File: src/rtl/fpu_multiplier.sv
// Multi-cycle IEEE-754 single-precision multiplier: 24-cycle shift-add mantissa product,
// then normalise, round and pack. Fixed 27-edge latency, including the special cases.
module fpu_multiplier #(
  parameter int ROUND_MODE = 0
) (
  input  logic        clk,
  input  logic        reset,
  input  logic        start,
  input  logic [31:0] operand1,
  input  logic [31:0] operand2,
  output logic [31:0] result,
  output logic        done,
  output logic        busy,
  output logic        overflow,
  output logic        underflow,
  output logic        invalid
);

  typedef enum logic [2:0] {S_IDLE, S_MUL, S_NORM, S_ROUND, S_DONE} state_t;

  state_t             state_q, state_d;
  logic [4:0]         cnt_q, cnt_d;
  logic [47:0]        acc_q, acc_d;
  logic [23:0]        man1_q, man1_d, man2_q, man2_d;
  logic [7:0]         e1_q, e1_d, e2_q, e2_d;
  logic               sign_q, sign_d;
  logic signed [9:0]  exp_q, exp_d;
  logic               sx_q, sx_d;
  logic [22:0]        mant_q, mant_d;
  logic               spec_q, spec_d;
  logic [31:0]        spec_res_q, spec_res_d;
  logic               spec_inv_q, spec_inv_d;
  logic [31:0]        result_q, result_d;
  logic               done_q, done_d, busy_q, busy_d;
  logic               ovf_q, ovf_d, unf_q, unf_d, inv_q, inv_d;

  logic               nan1, nan2, inf1, inf2, zero1, zero2, sgn_x;
  logic signed [9:0]  exp_base;
  logic               guard_s, sticky_s, inc_s;
  logic [24:0]        sum_s;

  always_comb begin
    state_d    = state_q;
    cnt_d      = cnt_q;
    acc_d      = acc_q;
    man1_d     = man1_q;
    man2_d     = man2_q;
    e1_d       = e1_q;
    e2_d       = e2_q;
    sign_d     = sign_q;
    exp_d      = exp_q;
    sx_d       = sx_q;
    mant_d     = mant_q;
    spec_d     = spec_q;
    spec_res_d = spec_res_q;
    spec_inv_d = spec_inv_q;
    result_d   = result_q;
    done_d     = 1'b0;
    busy_d     = busy_q;
    ovf_d      = ovf_q;
    unf_d      = unf_q;
    inv_d      = inv_q;

    sgn_x    = operand1[31] ^ operand2[31];
    nan1     = (operand1[30:23] == 8'hFF) && (operand1[22:0] != 23'd0);
    nan2     = (operand2[30:23] == 8'hFF) && (operand2[22:0] != 23'd0);
    inf1     = (operand1[30:23] == 8'hFF) && (operand1[22:0] == 23'd0);
    inf2     = (operand2[30:23] == 8'hFF) && (operand2[22:0] == 23'd0);
    // Denormal inputs are flushed, so a zero exponent alone means zero.
    zero1    = (operand1[30:23] == 8'h00);
    zero2    = (operand2[30:23] == 8'h00);
    exp_base = $signed({2'b00, e1_q}) + $signed({2'b00, e2_q}) - 10'sd127;
    guard_s  = acc_q[22];
    sticky_s = (|acc_q[21:0]) | sx_q;
    inc_s    = (ROUND_MODE == 0) && guard_s && (sticky_s || acc_q[23]);
    sum_s    = {1'b0, acc_q[46:23]} + {24'd0, inc_s};

    case (state_q)
      S_IDLE: begin
        busy_d = 1'b0;
        if (start) begin
          busy_d     = 1'b1;
          sign_d     = sgn_x;
          e1_d       = operand1[30:23];
          e2_d       = operand2[30:23];
          man1_d     = {1'b1, operand1[22:0]};
          man2_d     = {1'b1, operand2[22:0]};
          acc_d      = 48'd0;
          cnt_d      = 5'd0;
          sx_d       = 1'b0;
          ovf_d      = 1'b0;
          unf_d      = 1'b0;
          inv_d      = 1'b0;
          spec_d     = 1'b1;
          spec_inv_d = 1'b0;
          if (nan1 || nan2) begin
            spec_res_d = 32'h7FC0_0000;
          end else if ((inf1 && zero2) || (inf2 && zero1)) begin
            spec_res_d = 32'h7FC0_0000;
            spec_inv_d = 1'b1;
          end else if (inf1 || inf2) begin
            spec_res_d = {sgn_x, 8'hFF, 23'd0};
          end else if (zero1 || zero2) begin
            spec_res_d = {sgn_x, 31'd0};
          end else begin
            spec_d     = 1'b0;
            spec_res_d = 32'd0;
          end
          state_d = S_MUL;
        end
      end
      S_MUL: begin
        if (man2_q[cnt_q]) acc_d = acc_q + ({24'd0, man1_q} << cnt_q);
        cnt_d = cnt_q + 5'd1;
        if (cnt_q == 5'd23) state_d = S_NORM;
      end
      S_NORM: begin
        exp_d = exp_base;
        if (acc_q[47]) begin
          // Keep the bit shifted out so it still contributes to sticky.
          acc_d = acc_q >> 1;
          sx_d  = acc_q[0];
          exp_d = exp_base + 10'sd1;
        end
        state_d = S_ROUND;
      end
      S_ROUND: begin
        if (sum_s[24]) begin
          mant_d = sum_s[23:1];
          exp_d  = exp_q + 10'sd1;
        end else begin
          mant_d = sum_s[22:0];
        end
        state_d = S_DONE;
      end
      S_DONE: begin
        done_d  = 1'b1;
        busy_d  = 1'b1;
        state_d = S_IDLE;
        if (spec_q) begin
          result_d = spec_res_q;
          inv_d    = spec_inv_q;
        end else if (exp_q >= 10'sd255) begin
          result_d = {sign_q, 8'hFF, 23'd0};
          ovf_d    = 1'b1;
        end else if (exp_q <= 10'sd0) begin
          result_d = {sign_q, 31'd0};
          unf_d    = 1'b1;
        end else begin
          result_d = {sign_q, exp_q[7:0], mant_q};
        end
      end
      default: state_d = S_IDLE;
    endcase
  end

  always_ff @(posedge clk or posedge reset) begin
    if (reset) begin
      state_q    <= S_IDLE;
      cnt_q      <= 5'd0;
      acc_q      <= 48'd0;
      man1_q     <= 24'd0;
      man2_q     <= 24'd0;
      e1_q       <= 8'd0;
      e2_q       <= 8'd0;
      sign_q     <= 1'b0;
      exp_q      <= 10'sd0;
      sx_q       <= 1'b0;
      mant_q     <= 23'd0;
      spec_q     <= 1'b0;
      spec_res_q <= 32'd0;
      spec_inv_q <= 1'b0;
      result_q   <= 32'd0;
      done_q     <= 1'b0;
      busy_q     <= 1'b0;
      ovf_q      <= 1'b0;
      unf_q      <= 1'b0;
      inv_q      <= 1'b0;
    end else begin
      state_q    <= state_d;
      cnt_q      <= cnt_d;
      acc_q      <= acc_d;
      man1_q     <= man1_d;
      man2_q     <= man2_d;
      e1_q       <= e1_d;
      e2_q       <= e2_d;
      sign_q     <= sign_d;
      exp_q      <= exp_d;
      sx_q       <= sx_d;
      mant_q     <= mant_d;
      spec_q     <= spec_d;
      spec_res_q <= spec_res_d;
      spec_inv_q <= spec_inv_d;
      result_q   <= result_d;
      done_q     <= done_d;
      busy_q     <= busy_d;
      ovf_q      <= ovf_d;
      unf_q      <= unf_d;
      inv_q      <= inv_d;
    end
  end

  assign result    = result_q;
  assign done      = done_q;
  assign busy      = busy_q;
  assign overflow  = ovf_q;
  assign underflow = unf_q;
  assign invalid   = inv_q;

endmodule

File: config.mk
export PLATFORM = sky130hd
export DESIGN_NAME = fpu_multiplier
export DESIGN_NICKNAME = d
export VERILOG_FILES = /design/src/rtl/fpu_multiplier.sv
export SDC_FILE = /design/constraint.sdc
export NUM_CORES = 1
export LEC_CHECK = 0
export ABC_AREA = 1
export CAP_MARGIN = 20
export CORE_UTILIZATION = 51
export DETAILED_ROUTE_END_ITERATION = 12
export PLACE_DENSITY = 0.7
export REMOVE_ABC_BUFFERS = 1
export SYNTH_ARGS = -nofsm -noshare
export SYNTH_HDL_FRONTEND = slang
export SYNTH_SLANG_ARGS = --single-unit
File: constraint.sdc
create_clock -name clk -period 12.9 [get_ports clk]
set_input_delay 1.935 -clock clk [delete_from_list [all_inputs] [get_ports clk]]
set_output_delay 1.935 -clock clk [all_outputs]
set_load 0.05 [all_outputs]
== Word-level counts from Yosys, hierarchy flattened ==
Index checks and enable logic that the tools add are counted.

* Flip-flop bits (word level): 226
* Input port bits: 67

* Add/sub/neg operators: 7
* Magnitude comparators: 3
* Eq/ne operators: 17
* Shift operators: 1
* Muxes and demuxes: 43
* Bitwise operators: 2
* Reduce and logical (&&, ||, !) cells: 35

{| class="wikitable"
|+ Operator list
! operator !! number
|-
| $mux 32 || 5
|-
| $pmux 48 s3 || 1
|-
| $mux 48 || 2
|-
| $mux 31 || 2
|-
| $add 48x48->48 || 1
|-
| $shl 24x5->48 || 1
|-
| $mux 47 || 1
|-
| $logic_not 23->1 || 2
|-
| $reduce_bool 23->1 || 2
|-
| $add 24x1->25 || 1
|-
| $mux 23 || 1
|-
| $reduce_or 22->1 || 1
|-
| $add 10x2->10 const B || 2
|-
| $mux 10 || 2
|-
| $ne 2x2->1 const B || 10
|-
| $pmux 10 s2 || 1
|-
| $mux 1 || 17
|-
| $eq 8x8->1 const B || 2
|-
| $logic_not 8->1 || 2
|-
| $pmux 3 s4 || 1
|-
| $ge 10x9->1 const B || 1
|-
| $le 10x1->1 const B || 1
|-
| $pmux 1 s2 || 5
|-
| $pmux 5 s2 || 1
|-
| other kinds (22) || 43
|}

== Longest topological paths before layout ==
Gate-level depths: netlist (run 1).

* Depth in word-level cells: 7
* Depth in mapped cells: 29
* Mapped depth without buffers: 28

== Worst setup path after synthesis (run 1) ==
OpenSTA, ideal clock, no wires.

* Path type: input-to-reg
* From: in operand2[24]
* To: reg spec_res_q[31]
* Setup time: 118 ps
* Arrival time: 2936 ps
* Required time: 12782 ps
* Path slack: 9847 ps
* Cell stages on the path: 8
* Path buffers: 0
* Cells stage by stage: inv_1 -> nor3_1 -> nand3_1 -> or2_2 -> o21ai_0 -> nor2_1 -> nand3_1 -> nand2_1

* Word-level cells in the longest chain between the ends: 6

{| class="wikitable"
|+ RTL lines
! item !! line !! source
|-
| start, declared || 10 || <nowiki>input logic [31:0] operand2,</nowiki>
|-
| $logic_not 8->1 / $eq 8x8->1 (equally long branches) || 71, 66, 68 ||
|-
| $logic_or 1x1->1 / $logic_and 1x1->1 (equally long branches) || 103, 68 ||
|-
| $mux 32, or another cell as far along || 103 || <nowiki>end else if (zero1 || zero2) begin</nowiki>
|-
| $mux 32 / $logic_or 1x1->1 (equally long branches) || 101, 98 ||
|-
| $mux 32 || 98 || <nowiki>end else if ((inf1 && zero2) || (inf2 && zero1)) begin</nowiki>
|-
| $mux 32 * || 96 || <nowiki>if (nan1 || nan2) begin</nowiki>
|-
| end signal, assigned || 192 || <nowiki>spec_res_q <= spec_res_d;</nowiki>
|-
| end, declared || 31 || <nowiki>logic [31:0] spec_res_q, spec_res_d;</nowiki>
|}

Every way passes the cells marked *; elsewhere a longest branch is shown, timed or not.
A chain may end at the register's enable or synchronous reset.

== Final worst setup path (run 1) ==
* From: reg cnt_q[2]
* To: reg acc_q[29]

* Word-level cells in the longest chain between the ends: 4

{| class="wikitable"
|+ RTL lines
! item !! line !! source
|-
| start, declared || 22 || <nowiki>logic [4:0] cnt_q, cnt_d;</nowiki>
|-
| start signal, assigned || 181 || <nowiki>cnt_q <= cnt_d;</nowiki>
|-
| $shl 24x5->48 / $bmux 1 s5 (equally long branches) || 113 || <nowiki>if (man2_q[cnt_q]) acc_d = acc_q + ({24'd0, man1_q} << cnt_q);</nowiki>
|-
| $add 48x48->48 / $mux 1 (equally long branches) || 113 ||
|-
| $mux 48 / $ne 2x2->1 (equally long branches) || -- ||
|-
| $pmux 48 s3 / $reduce_and 4->1 (equally long branches) || -- ||
|-
| end signal, assigned || 161 || <nowiki>acc_q <= 48'd0;</nowiki>
|-
| end signal, assigned || 182 || <nowiki>acc_q <= acc_d;</nowiki>
|-
| end, declared || 23 || <nowiki>logic [47:0] acc_q, acc_d;</nowiki>
|}

Several ways; a longest one is shown, not always the timed one. The select of a mux whose other input is x is not followed.

==> impl_metrics.prom, run 1 <==
# TYPE chip_impl_metric gauge
chip_impl_info{name="result_of_the_run",value="completed"} 1
chip_impl_info{name="netlist_top_cells_area",value="dfrtp_1, nand2_1, inv_1"} 1
chip_impl_metric{name="power_leakage",unit="nW"} 9.42
chip_impl_metric{name="final_max_slew_viol_count",unit=""} 0
chip_impl_metric{name="postCtsResizedCells",unit=""} 0
chip_impl_metric{name="grt-ovfl-total",unit=""} 0
chip_impl_metric{name="period_share",unit="%"} 38.3
chip_impl_metric{name="place_inst",unit=""} 2953
chip_impl_metric{name="peakVddDrop",unit="V"} 0.000137
chip_impl_metric{name="synth_area",unit="µm²"} 15600
chip_impl_metric{name="layout_setup_ws",unit="ns"} 7.96
chip_impl_info{name="cpMostUsedCell",value="nand2_1"} 1
chip_impl_metric{name="total_number_of_nets_in_the_final_design",unit=""} 2719
chip_impl_metric{name="die_width",unit="µm"} 177
chip_impl_metric{name="drtIter0Drc",unit=""} 1619
chip_impl_metric{name="min_cycle_time_layout",unit="ns"} 4.94
chip_impl_metric{name="sink_count_of_the_clock_tree",unit=""} 196
chip_impl_metric{name="io_buffers",unit=""} 103
chip_impl_metric{name="avgSynthCellArea",unit="µm²"} 6.17
chip_impl_metric{name="ctsHtreeMaxLevel",unit=""} 4
chip_impl_metric{name="final.setup_skew",unit="ns"} 0.0136
chip_impl_metric{name="netlist.area_leader.share",unit="%"} 31.4
chip_impl_metric{name="antenna_found_initial",unit=""} 1
chip_impl_metric{name="proportion_of_layout_cells_with_a_drive_suffix_above_1",unit="%"} 2.74
chip_impl_metric{name="fp-row-count",unit=""} 63
chip_impl_metric{name="cp.arrival",unit="ns"} 5.27
chip_impl_info{name="rsz0062_at_grt",value="false"} 1
chip_impl_info{name="ordered_cell_list_for_the_critical_path",value="clkinv_1 -> o21ai_0 -> nand2_1 -> nand2_1 -> o21ai_0 -> ha_1 -> nand2_1 -> nor2_1 -> nand2_1 -> nor2_1 -> nand2_1 -> nand3_1 -> nand2_1 -> nand3_1 -> nand2_1 -> nand2_1 -> nand2_1"} 1
chip_impl_metric{name="routed_wl",unit="µm"} 49500
chip_impl_metric{name="num_io_pins",unit=""} 104
chip_impl_metric{name="grt.total_usage",unit="%"} 32.2
chip_impl_metric{name="synth.distinct_cells",unit=""} 45
chip_impl_metric{name="power-per-cell-area",unit="nW/µm²"} 282
chip_impl_metric{name="vias_per_inst",unit=""} 5.46
chip_impl_info{name="end_kind",value="flip-flop"} 1
chip_impl_metric{name="worst-slew-pin-transition",unit="ns"} 1.02
chip_impl_metric{name="post-route-drc-count",unit=""} 0
chip_impl_metric{name="dieHeight",unit="µm"} 177
chip_impl_metric{name="setup_violations",unit=""} 0
chip_impl_info{name="critical_path.startpoint_type",value="flip-flop"} 1
chip_impl_metric{name="critPathRequiredTime",unit="ns"} 13.23
chip_impl_info{name="yosys-top-cells-count",value="nand2_1, inv_1, o21ai_0, nor2_1, dfrtp_1"} 1
chip_impl_info{name="cts_root_buf",value="clkbuf_16"} 1
chip_impl_metric{name="synthesis.yosys.warnings",unit=""} 0
chip_impl_metric{name="max_stage_delay",unit="ns"} 0.95
chip_impl_metric{name="grt_start_max_net_pins",unit=""} 143
chip_impl_metric{name="dieArea",unit="µm²"} 31300
chip_impl_metric{name="worst_slew_margin_rel",unit="%"} 31.8
chip_impl_info{name="worst-setup-path-type",value="flip-flop to flip-flop"} 1
chip_impl_metric{name="coreArea",unit="µm²"} 29900
chip_impl_metric{name="worstPathMaxFanout",unit=""} 35
chip_impl_metric{name="cts.clk_slew.worst_paths",unit="ns"} 0.07
chip_impl_metric{name="wire_per_inst",unit="µm"} 16.6
chip_impl_metric{name="syn_inst",unit=""} 2529
chip_impl_info{name="critical_path_s_slowest_cell",value="clkinv_1"} 1
chip_impl_metric{name="grt_pass1_vias",unit=""} 15049
chip_impl_metric{name="hold_slack",unit="ns"} 0.481
chip_impl_info{name="synth_area_leader_cell",value="dfrtp_1"} 1
chip_impl_metric{name="fin_cells",unit=""} 2986
chip_impl_metric{name="vias",unit=""} 16299
chip_impl_metric{name="first_pass_grt_wire_length",unit="µm"} 78800
chip_impl_metric{name="clock.fmax",unit="MHz"} 202
chip_impl_metric{name="detailed_place_hpwl",unit="µm"} 38700
chip_impl_metric{name="cts_post_setup_buffers_inserted",unit=""} 0
chip_impl_info{name="synth_ff_type",value="dfrtp_1"} 1
chip_impl_info{name="tritoncts",value="built"} 1
chip_impl_metric{name="gp_congestion",unit=""} 1.07
chip_impl_metric{name="seq_area_frac_synth",unit="%"} 31.4
chip_impl_info{name="yosys.cell_count.top_type",value="nand2_1"} 1
chip_impl_metric{name="initial_utilization",unit="%"} 52.3
chip_impl_metric{name="ant_nets",unit=""} 0
chip_impl_metric{name="post_synthesis_async_set_or_reset_flop_share",unit="%"} 100
chip_impl_metric{name="first_pass_iters",unit=""} 6
chip_impl_metric{name="ys_ff_latch",unit=""} 196
chip_impl_info{name="min_path_type",value="flip-flop to flip-flop"} 1
chip_impl_metric{name="hold_viol",unit=""} 0
chip_impl_metric{name="nFillCells",unit=""} 3001
chip_impl_metric{name="pre_cts_ws",unit="ns"} 8.02
chip_impl_metric{name="cts_inserted_buffers",unit=""} 17
chip_impl_metric{name="synth-edff-count",unit=""} 0
chip_impl_metric{name="power",unit="mW"} 4.93
chip_impl_metric{name="cts_hold_buf",unit=""} 0
chip_impl_metric{name="clk_latency",unit="ns"} 0.45
chip_impl_metric{name="clock_tree.buffer_depth",unit=""} 2
chip_impl_metric{name="tns",unit="ns"} 0
chip_impl_metric{name="area.growth.synth_to_final",unit="%"} 12.1
chip_impl_metric{name="cap_viol_max_count",unit=""} 0
-- worst paths after layout --
check                                   to       from  slack [ns]  cells after the start
worst min register to register   result[3]  result[3]        0.48                      2
min in group asynchronous       result[29]      reset        2.09                      2
worst min-delay path             result[3]  result[3]        0.48                      2
worst max-delay path             acc_q[29]   cnt_q[2]        7.96                     17
max in group asynchronous       mant_q[16]      reset        9.36                      3
worst max register to register   acc_q[29]   cnt_q[2]        7.96                     17
-- registers in the layout, indices dropped and copies added, names as in the netlist, 5 cells and up --
register / flops
e1_q: 8
result: 32
e2_q: 8
man2_q: 23
cnt_q: 5
exp_q: 10
mant_q: 23
man1_q: 24
acc_q: 48
-- cell type report --
cell class	count	area [µm²]	share of cell area [%]
diodes	1	2.50	0.0143
inverters	409	1540	8.82
clock buffers	18	439	2.51
clock inverters	13	140	0.801
repair buffers	116	1150	6.56
flip-flops and latches	196	4900	28.0
well taps	390	488	2.79
multi-input cells	1843	8830	50.5
-- cell usage in the layout, fill, tap and decap left out, types with 16 or more instances in the layout --
master           count
o21ai_0            221
inv_1              400
ha_1                67
clkdlybuf4s50_1    103
dfrtp_1            196
nand3_1            167
nor2_1             219
a21oi_1             80
nand2_1            869
xor2_1              20
nand4_1             43
nor3_1              27
mux2i_1             16
clkbuf_16           17
-- metrics by stage --
stage | cell area (µm²) | utilization (%)
after floorplan | 15300 | -
after global placement | 16900 | 56.5
after detailed placement | 16900 | 56.5
after CTS | 17500 | 58.5
after global routing | 17500 | 58.6
final | 17500 | 58.6
-- per-layer routing --
layer	global-route usage [%]	vias to the layer above	wire (µm)
met5	0	-	0
met4	10.1	0	1210
met3	4.92	70	3060
met2	51.4	552	22500
met1	44.8	7553	22700
li1	-	8124	-
-- where the power goes --
part / internal [mW] / total, mW / switching [mW]
combinational: 1.03 / 3.34 / 2.31
sequential: 0.845 / 1.05 / 0.204
clock: 0.277 / 0.545 / 0.267
-- critical path: cells and delay by family, from the launching register on --
kind / cells / cell delay, ns
flops: 1 / 0.87
buf+inv: 1 / 0.95
simple gates: 13 / 1.60
compound gates: 2 / 0.88
fa+ha+maj: 1 / 0.49
-- kinds of logic (layout without fill, tap and decap cells) --
family / count (synthesis) / in the layout / synth area share (%)
AOI/OAI and AO/OA: 375 / 375 / 12.9
other: 0 / 1 / 0
xor gates and xnor gates: 21 / 21 / 1.18
buffers and inverters: 490 / 556 / 12.1
and+or+nand+nor: 1362 / 1362 / 35.8
muxes: 16 / 16 / 1.03
DFF: 196 / 196 / 31.4
adders and majority gates: 69 / 69 / 5.62
No activity file was read; power rests on OpenSTA's default activity.
==> inputs of run 2 (changes only) <==
==> constraint.sdc (replaced) <==
create_clock -name clk -period 5 [get_ports clk]
set_input_delay 0.75 -clock clk [delete_from_list [all_inputs] [get_ports clk]]
set_output_delay 0.75 -clock clk [all_outputs]
set_load 0.05 [all_outputs]
==> impl_metrics.prom, run 2 (synthesized netlist as in run 1, its figures left out) <==
# TYPE chip_impl_metric gauge
chip_impl_metric{name="critPathRequiredTime",unit="ns"} 5.39
chip_impl_metric{name="post-route-drc-count",unit=""} 0
chip_impl_metric{name="peakVddDrop",unit="V"} 0.000436
chip_impl_metric{name="power-per-cell-area",unit="nW/µm²"} 735
chip_impl_metric{name="largest_reg_flops",unit=""} 48
chip_impl_metric{name="vias",unit=""} 16414
chip_impl_metric{name="proportion_of_layout_cells_with_a_drive_suffix_above_1",unit="%"} 3.07
chip_impl_metric{name="final.setup_skew",unit="ns"} 0.0156
chip_impl_metric{name="ctsHtreeMaxLevel",unit=""} 4
chip_impl_info{name="end_kind",value="flip-flop"} 1
chip_impl_metric{name="period_share",unit="%"} 85.9
chip_impl_info{name="critical_path.startpoint_type",value="flip-flop"} 1
chip_impl_metric{name="worst_slew_margin_rel",unit="%"} 35.0
chip_impl_metric{name="final_max_slew_viol_count",unit=""} 0
chip_impl_metric{name="dieHeight",unit="µm"} 177
chip_impl_info{name="layout.cells.most_common",value="nand2_1"} 1
chip_impl_metric{name="sink_count_of_the_clock_tree",unit=""} 196
chip_impl_metric{name="worstPathMaxFanout",unit=""} 27
chip_impl_metric{name="first_pass_iters",unit=""} 8
chip_impl_metric{name="num_io_pins",unit=""} 104
chip_impl_metric{name="grt_start_max_net_pins",unit=""} 130
chip_impl_metric{name="first_pass_grt_wire_length",unit="µm"} 80800
chip_impl_info{name="reg2reg_from",value="cnt_q[0]"} 1
chip_impl_metric{name="postCtsResizedCells",unit=""} 0
chip_impl_metric{name="drtIter0Drc",unit=""} 1394
chip_impl_metric{name="wire_per_inst",unit="µm"} 17.1
chip_impl_metric{name="ant_nets",unit=""} 0
chip_impl_metric{name="vias_per_inst",unit=""} 5.48
chip_impl_metric{name="grt-ovfl-total",unit=""} 0
chip_impl_metric{name="hold_slack",unit="ns"} 0.479
chip_impl_info{name="rsz0062_at_grt",value="false"} 1
chip_impl_metric{name="cts_hold_buf",unit=""} 0
chip_impl_metric{name="cp.arrival",unit="ns"} 4.69
chip_impl_metric{name="clk_latency",unit="ns"} 0.47
chip_impl_metric{name="initial_utilization",unit="%"} 52.3
chip_impl_metric{name="ff2ff_path_depth",unit=""} 19
chip_impl_metric{name="grt_pass1_vias",unit=""} 15255
chip_impl_info{name="layout_common_cells",value="nand2_1, inv_1, o21ai_0"} 1
chip_impl_info{name="r2r-end",value="acc_q[34]"} 1
chip_impl_metric{name="fp-row-count",unit=""} 63
chip_impl_metric{name="total_number_of_nets_in_the_final_design",unit=""} 2727
chip_impl_metric{name="clock_tree.buffer_depth",unit=""} 2
chip_impl_metric{name="tns",unit="ns"} 0
chip_impl_metric{name="fin_util",unit="%"} 58.9
chip_impl_metric{name="min_cycle_time_layout",unit="ns"} 4.30
chip_impl_metric{name="die_width",unit="µm"} 177
chip_impl_info{name="worst-setup-path-type",value="flip-flop to flip-flop"} 1
chip_impl_metric{name="cts_inserted_buffers",unit=""} 17
chip_impl_metric{name="setup_violations",unit=""} 0
chip_impl_metric{name="io_buffers",unit=""} 103
chip_impl_metric{name="detailed_place_hpwl",unit="µm"} 40000
chip_impl_metric{name="clock.fmax",unit="MHz"} 233
chip_impl_metric{name="power",unit="mW"} 12.9
chip_impl_info{name="cts_root_buf",value="clkbuf_16"} 1
chip_impl_metric{name="cap_viol_max_count",unit=""} 0
chip_impl_metric{name="area.growth.synth_to_final",unit="%"} 12.7
chip_impl_metric{name="hold_viol",unit=""} 0
chip_impl_metric{name="antenna_found_initial",unit=""} 4
chip_impl_metric{name="dieArea",unit="µm²"} 31300
chip_impl_info{name="register_with_the_most_flip_flops",value="acc_q"} 1
chip_impl_info{name="min_path_type",value="flip-flop to flip-flop"} 1
chip_impl_metric{name="setup.reg_to_reg.worst_slack",unit="ns"} 0.70
chip_impl_metric{name="fin_cells",unit=""} 2997
chip_impl_metric{name="cts_post_setup_buffers_inserted",unit=""} 0
chip_impl_info{name="tritoncts",value="built"} 1
chip_impl_info{name="result_of_the_run",value="completed"} 1
chip_impl_metric{name="power_leakage",unit="nW"} 9.48
chip_impl_metric{name="grt.total_usage",unit="%"} 33.6
chip_impl_metric{name="gp_congestion",unit=""} 1.05
chip_impl_metric{name="place_inst",unit=""} 2962
chip_impl_metric{name="routed_wl",unit="µm"} 51300
chip_impl_info{name="startpoint",value="cnt_q[0]"} 1
chip_impl_metric{name="worst-slew-pin-transition",unit="ns"} 0.975
chip_impl_metric{name="coreArea",unit="µm²"} 29900
chip_impl_metric{name="cts.clk_slew.worst_paths",unit="ns"} 0.08
chip_impl_info{name="worst_setup_path_endpoint",value="acc_q[34]"} 1
-- run 2: changes by cell type in the layout (fill, tap and decap cells not counted) --
cell / before / now
diode_2: 1 / 3
clkinv_8: 1 / 2
inv_6: 4 / 2
buf_16: 1 / 0
buf_4: 12 / 21
bufinv_16: 1 / 3
-- run 2: routing by layer --
layer	global-route usage [%]	wire, µm	up-vias
met5	0	25	-
met4	13.6	1780	4
met3	7.99	4100	105
met2	52.1	22600	635
met1	44.8	22900	7552
li1	-	-	8118
-- run 2: stage by stage --
step                setup slack, ns  area (µm²)
floorplan                     -1.09       15300
global placement              0.712       17000
detailed placement            0.813       17000
CTS                           0.775       17600
global route                  0.371       17600
finish                        0.704       17600
-- run 2: worst min path at each step --
| stage | start | to | cells past startpoint |
|---|---|---|---|
| after floorplan | spec_inv_q | spec_inv_q | 2 |
| after global placement | result[21] | result[21] | 2 |
| after detailed placement | result[15] | result[15] | 2 |
| after CTS | result[15] | result[15] | 2 |
| after global routing | result[15] | result[15] | 2 |
| final | result[13] | result[13] | 2 |
-- run 2: area by class of cell --
type | instances | area, µm²
multi-input cells | 1843 | 8830
inverters | 409 | 1540
clock buffers | 18 | 439
repair buffers | 124 | 1190
fillers | 2925 | 12300
well taps | 390 | 488
flip-flops and latches | 196 | 4900
diodes | 3 | 7.51
clock inverters | 14 | 199
-- run 2: power by group --
group          total [mW]  switching (mW)  internal [mW]
clock network        1.51           0.695          0.819
registers            2.71           0.528           2.18
logic                8.71            6.02           2.69
-- run 2: critical path, stage by stage (launching register included) --
cell and delay, ns:
dfrtp_1 0.51, buf_4 0.28, or2_2 0.29, o21ai_0 0.09
o21ai_0 0.12, nand2_1 0.08, o21ai_0 0.16, o21ai_0 0.54
nor2_1 0.11, ha_1 0.39, nand2_1 0.12, nor2_1 0.28
nand3_1 0.11, nand3_1 0.31, nand2_1 0.09, nand2_1 0.20
nand2_1 0.16, nand3_1 0.10, nand3_1 0.09, a21oi_1 0.18
==> edit 1 (config.mk and constraints of run 2) <==
Change the parameter `ROUND_MODE` from 0 to 1.
--- a/src/rtl/fpu_multiplier.sv
+++ b/src/rtl/fpu_multiplier.sv
@@ -3,3 +3,3 @@
 module fpu_multiplier #(
-  parameter int ROUND_MODE = 0
+  parameter int ROUND_MODE = 1
 ) (
Function: same outputs for any inputs over 4 cycles, from zero or initial values and one cycle with reset high; that may be too few to reach the edited logic, so the function may still have changed.
==> edit 1 against run 2 <==
Setup slack better by 130 ps; sequential cell count is 1 lower; cell area is 5.8% lower; total power is 12% lower; combinational power is 17% lower; wire length is 7.0% lower; critical path depth is 1 lower; fmax is 3.1% higher; clock power is 8% lower; non-clock buffer count is 3 lower; synthesized area is 5.9% lower; synthesized cell count is 6.0% lower; critical path type unchanged.
==> edit 1: results (changes against run 2) <==
- The largest incremental delay on the critical path was 520 ps (-20 ps).
- The fraction of the yosys area taken by sequential cells was 33.2% (+1.8 points).
- Clock input transition at the sequential cells of the worst setup and hold paths: 80 ps (about the same)
- Routability congestion estimate from global placement: 1.04 (-1.2%)
- The leakage dissipation is 0.00902 uW (-4.8%).
- The internal cell power is 5080 uW (-11%).
- Startpoint of the most critical register-to-register path: cnt_q[0]
- The first-pass iteration count of the detailed router is 5 (-3).
* Antenna violations before repair: 0 (-4)
- Antenna cell count: 0 (-3)
- In this design, the largest share of critical-path delay is due to simple AND/OR/NAND/NOR gates.
* Leading post-synthesis cells by instance count: sky130_fd_sc_hd__nand2_1 (876), sky130_fd_sc_hd__inv_1 (381), sky130_fd_sc_hd__o21ai_0 (228), sky130_fd_sc_hd__dfrtp_1 (195), sky130_fd_sc_hd__nor2_1 (186)
- The largest clock skew in the final design is 12.4 ps (-3.26 ps).
- In this run the clock root is driven by a sky130_fd_sc_hd__clkbuf_16.
* Largest net degree at the start of global routing: 126 (-3.1%)
- The count of fill cells added during filler insertion came to 2853 (-2.5%).
- The min-delay analysis places its worst path in the category register to register.
- Share of final-layout standard cells stronger than drive strength 1: 2.66% (-0.42 points)
* Async set-or-reset flop fraction in the synthesized netlist: 100% (unchanged)
- Maximum clock frequency: 0.240 GHz (+3.1%)
* Slew Limit Headroom: 29.4% (-5.6 points)
- Peak supply drop: 0.361 mV (-17%)
- Maximum count of clock buffers along a single path: 2 (unchanged)
- Result of the run: complete, no violations
* Count of cell types in the netlist: 39 (-13%)
* Via count normalized by instance count: 5.33 (-2.7%)
- The final layout net count came to 2568 (-5.8%).
* Total of buffers placed on input and output ports: 103 (unchanged)
* Cts-stage hold buffer count: 0 (unchanged)
* Critical path peak fanout: 35 (+30%)
- The post-CTS resize count is 0 (unchanged).
* Data arrival, critical path: 4550 ps (-140 ps)
- By area the synthesized netlist is led by sky130_fd_sc_hd__dfrtp_1 (33%), sky130_fd_sc_hd__nand2_1 (22%), sky130_fd_sc_hd__inv_1 (9.7%), sky130_fd_sc_hd__o21ai_0 (7.8%), sky130_fd_sc_hd__ha_1 (5.5%).
* WL/cell: 16.9 um (-1.4%)
* Buffers inserted by post-CTS timing repair: 0 (unchanged)
- First-pass GRT wire length: 73700 um (-8.8%)
- Hold Startpoint: result[22]
- Hpwl dp: 36900 um (-7.8%)
- The global router's overall resource usage was 33.2% (-0.37 points).
- Initial DRC Count: 1374 (-1.4%)
- Library cell contributing the largest single delay on the critical path: sky130_fd_sc_hd__o21ai_0
* Vias in the first global route: 13600 (-11%)
-- edit 1: kinds of logic after synthesis --
family | Yosys count | share of synthesized area (%)
simple gates | 1279 | 35.1
buf+inv | 468 | 12.3
compound gates | 349 | 12.4
flops | 195 | 33.2
fa+ha+maj | 66 | 5.72
mux | 12 | 0.818
xor+xnor | 7 | 0.417
-- edit 1: final cells by class --
class / instances / area, um2 / share of cell area, %
multi-input combinational: 1713 / 8010 / 48.3
timing repair buffer: 121 / 1170 / 7.04
clock buffer: 18 / 439 / 2.65
inverter: 387 / 1460 / 8.81
clock inverter: 14 / 144 / 0.868
tap: 378 / 473 / 2.85
sequential: 195 / 4880 / 29.4
-- edit 1: path summary, 6_finish.rpt --
| path | cells after the start | endpoint | slack [ps] |
|---|---|---|---|
| max | 18 | acc_q[35] | 830 |
| min | 2 | result[22] | 480 |
| max reg2reg | 18 | acc_q[35] | 830 |
| min reg2reg | 2 | result[22] | 480 |
| max in group asynchronous | 3 | acc_q[26] | 3170 |
| min in group asynchronous | 2 | e1_q[7] | 840 |
-- edit 1: power groups by stage --
stage                     registers, uW  logic [uW]  clock network (uW)
after floorplan                    2950        4550                   0
after global placement             2690        6980                   0
after detailed placement           2700        7080                   0
after CTS                          2670        7120                1420
after global routing               2750        8080                1460
final                              2680        7250                1390
-- edit 1: stage by stage --
step	instance area [um2]	std cells	hold slack (ps)	setup WS, ps	utilization (%)
finish	16600	2826	480	833	59.0
global route	16600	2826	506	602	59.0
CTS	16600	2826	484	1010	59.0
detailed placement	16000	2794	465	1040	56.9
global placement	16000	2794	464	1040	56.9
floorplan	14300	2295	449	-1060	-
-- edit 1: metal layers --
metal	share of wire, %	GRT usage, %
met5	0	0
met2	44	51.2
met4	3.1	12.4
met3	7.1	6.33
met1	46	46.0
==> edit 2 (settings of run 2) <==
Made on the original files. Encoding of `state_t`: now one-hot (5 bits for 5 states).
--- a/src/rtl/fpu_multiplier.sv
+++ b/src/rtl/fpu_multiplier.sv
@@ -18,3 +18,3 @@
 
-  typedef enum logic [2:0] {S_IDLE, S_MUL, S_NORM, S_ROUND, S_DONE} state_t;
+  typedef enum logic [4:0] {S_IDLE = 5'b00001, S_MUL = 5'b00010, S_NORM = 5'b00100, S_ROUND = 5'b01000, S_DONE = 5'b10000} state_t;
 
Function: no difference found for any inputs over 4 cycles, from zero or initial values and one cycle with reset high; so few cycles prove little.
==> edit 2 against run 2 <==
Global-route usage shrank 1.2 points; total power is 23% lower; wire length decreased by 1.6%; setup slack improved by 37 ps; synthesized area is 1.5% higher; sequential cell count is 2 higher; die area grew 1.5%; cell area up 0.53%.
==> edit 2: results (changes against run 2) <==
* Total wire length: 50500 um (-1.6%)
* Gr usage total: 32.3% (-1.2 points)
* Tightest Hold Check Type: register to register
* Maximum count of clock buffers along a single path: 2 (unchanged)
* Number of instances in the placed design: 2996 (+1.1%)
- Max reg flops: 48 (unchanged)
- The placer congestion estimate is 1.02 (-2.8%).
- The count of fill cells added during filler insertion came to 3064 (+4.8%).
- Initial DRC Count: 1515 (+8.7%)
* Compound-Gate Fraction of Synth Area: 12.7% (-0.28 points)
* Via count normalized by instance count: 5.38 (-1.8%)
- Layout Nets: 2755 (+1.0%)
- The worst-case register-to-register setup slack is 740 ps (+40 ps).
- Share of final-layout standard cells stronger than drive strength 1: 3.12% (+0.043 points)
- The per-instance average area after synthesis came to 6.19 um2 (+0.28%).
- Hpwl dp: 39400 um (-1.5%)
* Worst setup path end: acc_q[41]
- DRT Pass-1 Iters: 6 (-2)
- Met2 demand-to-capacity share in global routing: 53.6% (+1.5 points)
* Data arrival, critical path: 4640 ps (-50 ps)
* Peak supply drop: 0.414 mV (-5.0%)
* Primary flip-flop cell chosen by synthesis mapping: sky130_fd_sc_hd__dfrtp_1
- Vias in the first global route: 14800 (-3.1%)
- The post-CTS resize count was 0 (unchanged).
- The met3 layer usage reported by global route came to 3.86% (-4.1 points).
- Clock skew: 16.0 ps (+0.390 ps)
- Met1 GRT Util: 43.7% (-1.1 points)
* Adder-cell share of the synthesized area: 5.54% (-0.082 points)
- Yosys Warn Count: 0 (unchanged)
- Leading post-synthesis cells by instance count: sky130_fd_sc_hd__nand2_1 (911), sky130_fd_sc_hd__inv_1 (392), sky130_fd_sc_hd__nor2_1 (216), sky130_fd_sc_hd__o21ai_0 (206), sky130_fd_sc_hd__dfrtp_1 (197)
* Portion of the post-synthesis area used by sequential elements: 31.3% (-0.13 points)
- Worst slack at placement: 862 ps (+48.7 ps)
- Result of the run: complete, no violations
* Antenna violations before repair: 0 (-4)
* Fraction of synthesized area in multiplexers: 0.884% (-0.14 points)
- The share of flip-flops with an asynchronous set or reset came to 100% (unchanged).
- Final critical delay including setup and external delays: 4260 ps (-36.9 ps)
- The leakage dissipation was 0.00921 uW (-2.8%).
- The worst slew slack as a fraction of its limit is 35.4% (+0.42 points).
* Leading cell types by total area after synthesis: sky130_fd_sc_hd__dfrtp_1 (31%), sky130_fd_sc_hd__nand2_1 (22%), sky130_fd_sc_hd__inv_1 (9.3%), sky130_fd_sc_hd__o21ai_0 (6.5%), sky130_fd_sc_hd__ha_1 (5.3%)
- The antenna diode instance count came to 0 (-3).
* Library cell contributing the largest single delay on the critical path: sky130_fd_sc_hd__dfrtp_2
- The count of unique library cells instantiated by Yosys is 51 (+13%).
- The area share of the largest cell type after synthesis is 31.1% (-0.30 points).
* Area share of xor/xnor cells in the synthesized design: 1.22% (+0.038 points)
- The worst-path maximum fanout was 51 (+89%).
- First-pass GRT wire length: 78800 um (-2.5%)
* Largest net degree at the start of global routing: 134 (+3.1%)
- The area after detailed placement is 17100 um2 (+1.1%).
* Highest cell delay on the worst timing path: 880 ps (+340 ps)
- The wire length per cell came to 16.7 um (-2.6%).
- Reg2reg path depth: 15 (-4)
==> edit 2: cell count changes in the layout (fill, tap and decap cells not counted), moves of 6 or more <==
cell	change
sky130_fd_sc_hd__nand2_1	+42
sky130_fd_sc_hd__inv_1	-9
sky130_fd_sc_hd__a22o_1	-6
sky130_fd_sc_hd__o21ai_1	+24
sky130_fd_sc_hd__o21ai_0	-15
sky130_fd_sc_hd__a31oi_1	-9
sky130_fd_sc_hd__nand4_1	-6
==> edit 2: power by group <==
part	switching [uW]	internal [uW]	leakage [uW]
clock	700	666	0.000278
sequential	480	2160	0.00259
combinational	4070	1870	0.00634
==> edit 2: worst min-delay path by stage <==
stage	start	end	slack, ps
floorplan	man2_q[21]	man2_q[21]	440
global placement	man2_q[21]	man2_q[21]	460
detailed placement	e2_q[6]	e2_q[6]	460
CTS	e2_q[6]	e2_q[6]	480
global route	e2_q[6]	e2_q[6]	500
finish	e2_q[6]	e2_q[6]	480
==> edit 2: cell type report <==
class	instances	area (um2)	area share, %
clock inverters	14	119	0.672
well taps	396	495	2.80
clock buffers	18	439	2.48
inverters	398	1500	8.49
flip-flops and latches	198	4960	28.0
repair buffers	124	1190	6.72
multi-input cells	1880	8990	50.8
==> edit 2: metal layers <==
| layer | vias to the layer above | part of all wire, % |
|---|---|---|
| met1 | 7454 | 45 |
| li1 | 8210 | - |
| met2 | 547 | 47 |
| met4 | 0 | 2.6 |
| met5 | - | 0 |
| met3 | 72 | 5.7 |
==> edit 2: cell families (layout without fill, tap and decap cells) <==
group                      Yosys count  after routing
DFF                                198            198
muxes                               14             14
and+or+nand+nor                   1401           1401
buffers and inverters              481            554
adders and majority gates           69             69
xor gates and xnor gates            22             22
AOI/OAI and AO/OA                  374            374
